`src/rtl/ex_stage.sv`:
```
// Execute stage: operand select, ALU, HI/LO, store formatting and the data-RAM request.
// Define EX_DIV_EN to build the multi-cycle restoring divider for div/divu.
module ex_stage (
  input  logic         clk,
  input  logic         rst,
  input  logic [5:0]   stall,
  input  logic [158:0] id_to_ex_bus,
  input  logic [4:0]   id_load_bus,
  input  logic [2:0]   id_save_bus,
  output logic [75:0]  ex_to_mem_bus,
  output logic [4:0]   ex_load_bus,
  output logic [37:0]  ex_to_rf_bus,
  output logic         ex_is_load,
  output logic         data_sram_en,
  output logic [3:0]   data_sram_wen,
  output logic [31:0]  data_sram_addr,
  output logic [31:0]  data_sram_wdata,
  output logic         stallreq_for_ex
);

  localparam logic Stop = 1'b1;

  logic [158:0] bus_q;
  logic [4:0]   load_q;
  logic [2:0]   save_q;
  logic         ex_load, ex_bubble;

  assign ex_load   = (stall[2] != Stop);
  assign ex_bubble = (stall[2] == Stop) && (stall[3] != Stop);

  always_ff @(posedge clk) begin
    if (rst || ex_bubble) begin
      bus_q  <= '0;
      load_q <= '0;
      save_q <= '0;
    end else if (ex_load) begin
      bus_q  <= id_to_ex_bus;
      load_q <= id_load_bus;
      save_q <= id_save_bus;
    end
  end

  logic [31:0] pc, inst, rdata1, rdata2;
  logic [11:0] alu_op;
  logic [2:0]  sel_src1;
  logic [3:0]  sel_src2, ram_wen;
  logic        ram_en, rf_we, sel_rf_res;
  logic [4:0]  rf_waddr;

  assign {pc, inst, alu_op, sel_src1, sel_src2, ram_en, ram_wen, rf_we, rf_waddr, sel_rf_res,
          rdata1, rdata2} = bus_q;

  // Selects are one-hot; an all-zero select (bubble) yields a zero operand.
  logic [31:0] src1, src2, alu_res;
  assign src1 = ({32{sel_src1[0]}} & rdata1)
              | ({32{sel_src1[1]}} & pc)
              | ({32{sel_src1[2]}} & {27'b0, inst[10:6]});
  assign src2 = ({32{sel_src2[0]}} & rdata2)
              | ({32{sel_src2[1]}} & {{16{inst[15]}}, inst[15:0]})
              | ({32{sel_src2[2]}} & 32'd8)
              | ({32{sel_src2[3]}} & {16'b0, inst[15:0]});

  always_comb begin
    alu_res = '0;
    unique case (1'b1)
      alu_op[11]: alu_res = src1 + src2;
      alu_op[10]: alu_res = src1 - src2;
      alu_op[9]:  alu_res = {31'b0, $signed(src1) < $signed(src2)};
      alu_op[8]:  alu_res = {31'b0, src1 < src2};
      alu_op[7]:  alu_res = src1 & src2;
      alu_op[6]:  alu_res = ~(src1 | src2);
      alu_op[5]:  alu_res = src1 | src2;
      alu_op[4]:  alu_res = src1 ^ src2;
      alu_op[3]:  alu_res = src2 << src1[4:0];
      alu_op[2]:  alu_res = src2 >> src1[4:0];
      alu_op[1]:  alu_res = 32'($signed(src2) >>> src1[4:0]);
      alu_op[0]:  alu_res = {src2[15:0], 16'b0};
      default:    alu_res = '0;
    endcase
  end

  logic special, is_mfhi, is_mflo, is_mthi, is_mtlo;
  assign special = (inst[31:26] == 6'b000000);
  assign is_mfhi = special && (inst[5:0] == 6'b010000);
  assign is_mthi = special && (inst[5:0] == 6'b010001);
  assign is_mflo = special && (inst[5:0] == 6'b010010);
  assign is_mtlo = special && (inst[5:0] == 6'b010011);

  logic [31:0] hi_q, lo_q, div_hi, div_lo, ex_result;
  logic        div_wr;

`ifdef EX_DIV_EN
  typedef enum logic [1:0] {StIdle, StRun, StDone} div_st_e;

  div_st_e     st_q;
  logic [4:0]  cnt_q;
  logic [31:0] rem_q, quo_q, dvs_q;
  logic        q_neg_q, r_neg_q, done_q;
  logic        is_div, is_divu, div_start, div_by_zero;
  logic [31:0] mag_a, mag_b, step_rem, step_quo, fin_quo, fin_rem;
  logic [32:0] shifted, diff;

  assign is_div      = special && (inst[5:0] == 6'b011010);
  assign is_divu     = special && (inst[5:0] == 6'b011011);
  // done_q keeps a held, already-finished div from starting over.
  assign div_start   = (st_q == StIdle) && (is_div || is_divu) && !done_q;
  assign div_by_zero = (rdata2 == 32'd0);
  assign mag_a       = (is_div && rdata1[31]) ? -rdata1 : rdata1;
  assign mag_b       = (is_div && rdata2[31]) ? -rdata2 : rdata2;

  assign shifted  = {rem_q, quo_q[31]};
  assign diff     = shifted - {1'b0, dvs_q};
  assign step_rem = diff[32] ? shifted[31:0] : diff[31:0];
  assign step_quo = {quo_q[30:0], ~diff[32]};
  assign fin_quo  = q_neg_q ? -step_quo : step_quo;
  assign fin_rem  = r_neg_q ? -step_rem : step_rem;

  assign stallreq_for_ex = div_start || (st_q == StRun);

  always_comb begin
    div_wr = 1'b0;
    div_hi = '0;
    div_lo = '0;
    if (div_start && div_by_zero) begin
      div_wr = 1'b1;
      div_hi = rdata1;
      div_lo = 32'hFFFF_FFFF;
    end else if ((st_q == StRun) && (cnt_q == 5'd31)) begin
      div_wr = 1'b1;
      div_hi = fin_rem;
      div_lo = fin_quo;
    end
  end

  always_ff @(posedge clk) begin
    if (rst) begin
      st_q    <= StIdle;
      cnt_q   <= '0;
      rem_q   <= '0;
      quo_q   <= '0;
      dvs_q   <= '0;
      q_neg_q <= 1'b0;
      r_neg_q <= 1'b0;
      done_q  <= 1'b0;
    end else begin
      unique case (st_q)
        StIdle: begin
          if (div_start) begin
            if (div_by_zero) begin
              st_q <= StDone;
            end else begin
              st_q    <= StRun;
              cnt_q   <= '0;
              rem_q   <= '0;
              quo_q   <= mag_a;
              dvs_q   <= mag_b;
              q_neg_q <= is_div && (rdata1[31] ^ rdata2[31]);
              r_neg_q <= is_div && rdata1[31];
            end
          end
        end
        StRun: begin
          rem_q <= step_rem;
          quo_q <= step_quo;
          cnt_q <= cnt_q + 5'd1;
          if (cnt_q == 5'd31) st_q <= StDone;
        end
        StDone:  st_q <= StIdle;
        default: st_q <= StIdle;
      endcase
      if (ex_load || ex_bubble) done_q <= 1'b0;
      else if (st_q == StDone)  done_q <= 1'b1;
    end
  end
`else
  assign div_wr          = 1'b0;
  assign div_hi          = '0;
  assign div_lo          = '0;
  assign stallreq_for_ex = 1'b0;
`endif

  always_ff @(posedge clk) begin
    if (rst) begin
      hi_q <= '0;
      lo_q <= '0;
    end else if (div_wr) begin
      hi_q <= div_hi;
      lo_q <= div_lo;
    end else begin
      if (is_mthi && ex_load) hi_q <= rdata1;
      if (is_mtlo && ex_load) lo_q <= rdata1;
    end
  end

  assign ex_result = is_mfhi ? hi_q : (is_mflo ? lo_q : alu_res);

  // save_q is {sb, sh, sw}; the byte lane comes from the low address bits.
  always_comb begin
    data_sram_wen   = 4'b0000;
    data_sram_wdata = 32'd0;
    if (save_q[0]) begin
      data_sram_wen   = 4'b1111;
      data_sram_wdata = rdata2;
    end else if (save_q[1]) begin
      data_sram_wen   = alu_res[1] ? 4'b1100 : 4'b0011;
      data_sram_wdata = {2{rdata2[15:0]}};
    end else if (save_q[2]) begin
      data_sram_wen   = 4'b0001 << alu_res[1:0];
      data_sram_wdata = {4{rdata2[7:0]}};
    end
  end

  assign data_sram_en   = ram_en || (|load_q) || (|save_q);
  assign data_sram_addr = alu_res;
  assign ex_load_bus    = load_q;
  assign ex_is_load     = |load_q;
  assign ex_to_mem_bus  = {pc, ram_en, ram_wen, sel_rf_res, rf_we, rf_waddr, ex_result};
  assign ex_to_rf_bus   = {rf_we, rf_waddr, ex_result};

  logic unused_ok;
  assign unused_ok = ^{stall[5:4], stall[1:0], inst[25:16]};

endmodule
```
`config.mk`:
```
export PLATFORM = sky130hd
export DESIGN_NAME = ex_stage
export DESIGN_NICKNAME = d
export VERILOG_FILES = /design/src/rtl/ex_stage.sv
export SDC_FILE = /design/constraint.sdc
export NUM_CORES = 1
export LEC_CHECK = 0
export ABC_AREA = 1
export BUFFER_PORTS_ARGS = -buffer_cell sky130_fd_sc_hd__clkbuf_2
export CAP_MARGIN = 10
export CORE_UTILIZATION = 40
export CTS_BUF_LIST = sky130_fd_sc_hd__clkbuf_8
export DETAILED_ROUTE_END_ITERATION = 6
export GPL_TIMING_DRIVEN = 1
export PLACE_DENSITY_LB_ADDON = 0.15
export SETUP_SLACK_MARGIN = 0.2
export SLEW_MARGIN = 5
export SYNTH_ARGS = -nofsm -noshare
export SYNTH_HDL_FRONTEND = slang
export SYNTH_SLANG_ARGS = --single-unit
```
`constraint.sdc`:
```
create_clock -name clk -period 10.23 [get_ports clk]
set_clock_uncertainty 0.05 [all_clocks]
set_input_delay 2.046 -clock clk [delete_from_list [all_inputs] [get_ports clk]]
set_output_delay 2.046 -clock clk [all_outputs]
set_load 0.02 [all_outputs]
```
==> reports/results.txt <==
Hold depth -> 2
Vias -> 24900
TritonRoute pass-1 iters -> 6
Overall power -> 2.63 mW
Vias in the first global route -> 22700
Syn. warnings -> 0
Hold Path Origin -> bus_q[55]$_SDFFE_PP0N_
Post-synth EDFFs -> 0
Relative slew slack -> 0.108
Yosys top cell area share -> 0.253
RSZ-0062 raised after global routing -> no
Remaining global-route overflow -> 0
Largest cells by area after synthesis -> nand2_1 25%, dfxtp_1 21%, nand3_1 8.5%, a21oi_1 6.9%, inv_1 6.2%
FF+latch area -> 4430 µm²
Leak Pwr -> 11.7 nW
Worst-case clock buffer depth -> 3
Placed Cells -> 4446
# IOs -> 365
Filler Cell Count -> 5796
Total die area -> 52500 µm²
Min Tclk post-route -> 7.66 ns
Crit end category -> output port
Netlist cell types -> 47
Setup violations, final -> 0
Mapped Cells -> 3660
Gates resized, CTS repair -> 0
Top FF cell, synth -> dfxtp_1
Clk Latency, worst-skew pair -> 0.62 ns
Dpl ws -> 3.44 ns
Port buffer count -> 349
Pins Over Slew Limit -> 0
Reg2Reg Capture Point -> hi_q[7]$_SDFFE_PP0P_
Crit-path slowest cell -> a21boi_0
DRT iter0 DRCs -> 2795
Most frequent CP cell -> nand2_1
TritonCTS clock tree -> built
Setup bufs post-CTS -> 0
Layout cells sized above 1 -> 0.132
Routability congestion estimate -> 1.04
H-Tree Level Count -> 2
Max Fclk -> 130 MHz
Chip width -> 229 µm
Synth Cell Area -> 20600 µm²
Hold crit path type -> reg -> reg
Routed WL -> 102 mm
R2R cell count -> 8
Synth async-reset ratio -> 0
Largest area contributor in the netlist -> nand2_1
Required time of the critical path -> 8.13 ns
Status -> finished, final reports clean
Final routed DRC violation total -> 0
Worst-path fanout max -> 14
Post-layout net count -> 4091
CP arrival -> 5.57 ns
Worst VDD drop -> 96.8 µV
Period utilization -> 0.749
Sequential-to-total area share from yosys stat -> 0.215
Die Y -> 229 µm
Std-Cell Rows -> 82
Clock root cell -> clkbuf_8
Cell breakdown of the critical path -> nor2_1 > nor2_1 > nor2_1 > inv_1 > ha_1 > fa_1 > inv_1 > nand2_1 > nand2_1 > nand2_1 > nand2_1 > o21ai_0 > a21oi_1 > a21boi_0 > nand4_1 > nand2_1 > nand2_1 > clkbuf_2
Area Overhead vs Synth -> 10.7%
Worst-margin pin slew -> 1.33 ns
Worst-path clk slew -> 0.06 ns
Worst hold endpoint -> bus_q[55]$_SDFFE_PP0N_
Reg2reg setup slack -> 7.62 ns
Fin. Hold Viols -> 0
Cts-stage hold buffer count -> 0
Number of max-cap violations -> 0
TNS Setup -> 0 ns
Final instance area -> 22800 µm²
Starting density of the core -> 0.408
Clock Sinks -> 221
Wire per inst -> 22.6 µm
Largest net degree at the start of global routing -> 92
Startpoint class of the critical path -> flop
Total Routing Usage GR -> 0.380
DP Area -> 22100 µm²
Area of the multi-input gates -> 13400 µm²
Initial antenna violation count -> 2
Setup slack after layout -> 2.57 ns
Synthesized net count -> 3935
FF-to-FF Start -> bus_q[125]$_SDFFE_PP0N_
Critical path's largest stage delay -> 1.04 ns
Setup Crit Path Kind -> reg -> out
Num CTS Buffers -> 40
Post-route antenna net violation count -> 0
Vias per Instance -> 5.52
Detailed Place HPWL -> 80.8 mm
Synth Register Bits -> 221
Pwr/cell area -> 115 nW/µm²
Wire length of the first global-routing pass -> 149 mm
Syn_area_per_cell -> 5.63 µm²
Non-Filler Instances -> 4511
Core area -> 50500 µm²
synth_stat cells (6+ instances only):
library cell,instances
a211oi_1,65
a21oi_1,283
a221oi_1,22
a32oi_1,8
buf_1,11
buf_2,44
buf_4,89
buf_6,10
clkbuf_1,115
clkinv_1,7
dfxtp_1,221
ha_1,98
inv_1,340
inv_2,12
nand2_1,1389
nand2_2,20
nand3_1,352
nand3_2,8
nand4_1,37
nor2_1,289
nor2_2,16
nor3_1,18
o2111ai_1,6
o211ai_1,9
o21ai_0,88
o21ai_1,7
o21bai_1,10
o22ai_1,49
power by group:
part	switching, mW	internal [mW]
logic	0.640	0.232
clock network	0.398	0.435
registers	0.0375	0.891
cells by family after synthesis:
group,Yosys count,share of synthesized area
other cells,1,0.000182
simple gates,2147,0.429
xor+xnor,1,0.000425
buf+inv,628,0.137
fa+ha+maj,100,0.0614
compound gates,562,0.158
flops,221,0.215
final cells by class:
| type | instances | area share |
|---|---|---|
| Clock buffer | 46 | 0.0277 |
| Sequential cell | 221 | 0.194 |
| Antenna cell | 1 | 0.000110 |
| Inverter | 359 | 0.0592 |
| Tap cell | 672 | 0.0368 |
| Timing Repair Buffer | 383 | 0.0880 |
| Clock inverter | 18 | 0.00548 |
| Multi-Input combinational cell | 2811 | 0.589 |
how the worst max path moves through the flow:
stage / startpoint / endpoint / slack, ns / depth (start not counted)
floorplan: bus_q[76]$_SDFFE_PP0N_ / ex_to_rf_bus[0] / 4.99 / 23
global placement: bus_q[77]$_SDFFE_PP0N_ / ex_to_mem_bus[6] / 3.47 / 18
detailed placement: bus_q[77]$_SDFFE_PP0N_ / ex_to_mem_bus[6] / 3.44 / 18
CTS: bus_q[77]$_SDFFE_PP0N_ / ex_to_mem_bus[6] / 2.76 / 18
global route: bus_q[77]$_SDFFE_PP0N_ / ex_to_rf_bus[6] / 2.42 / 18
finish: bus_q[77]$_SDFFE_PP0N_ / ex_to_rf_bus[6] / 2.57 / 18
worst max-delay path, delay by kind of cell, from the launching register on:
family                     cells  cell delay, ns
buffers and inverters          3            0.55
and+or+nand+nor               10            1.88
AOI/OAI and AO/OA              3            1.29
DFF                            1            0.47
adders and majority gates      2            0.74
state kept, by name (all words and copies together), names as in the netlist:
signal,cells
save_q,3
lo_q,32
bus_q,149
ex_load_bus,5
hi_q,32
cells in the final DEF, fill, tap and decap left out, drive strengths merged, types with 2 or more instances in the layout:
cell type / netlist / final
fa: 2 / 2
a211oi: 65 / 65
inv: 352 / 366
dfxtp: 221 / 221
nor2: 306 / 306
a31oi: 4 / 4
and2: 2 / 2
clkbuf: 115 / 394
o21ai: 95 / 95
a32oi: 8 / 8
nand3: 360 / 360
ha: 98 / 98
o22ai: 49 / 49
nand4: 37 / 37
o211ai: 9 / 9
nor3: 20 / 20
o21bai: 10 / 10
clkinv: 7 / 9
buf: 154 / 35
a221oi: 22 / 22
o2111ai: 6 / 6
a21oi: 283 / 283
a21o: 3 / 3
o21a: 3 / 3
nand3b: 4 / 4
nor4: 6 / 6
nand2: 1410 / 1410
o31ai: 2 / 2
metal layers:
layer	track usage	vias up	part of all wire
met4	0.182	4	0.053
met3	0.0706	197	0.096
li1	-	12100	-
met5	0	-	0.00024
met1	0.524	11300	0.43
met2	0.567	1284	0.42
per-stage QoR:
stage | hold WS (ns) | utilization
CTS | 0.414 | 0.452
finish | 0.414 | 0.452
floorplan | 0.395 | -
global route | 0.431 | 0.452
detailed placement | 0.405 | 0.437
global placement | 0.402 | 0.437
No activity file was read; power rests on OpenSTA's default activity.
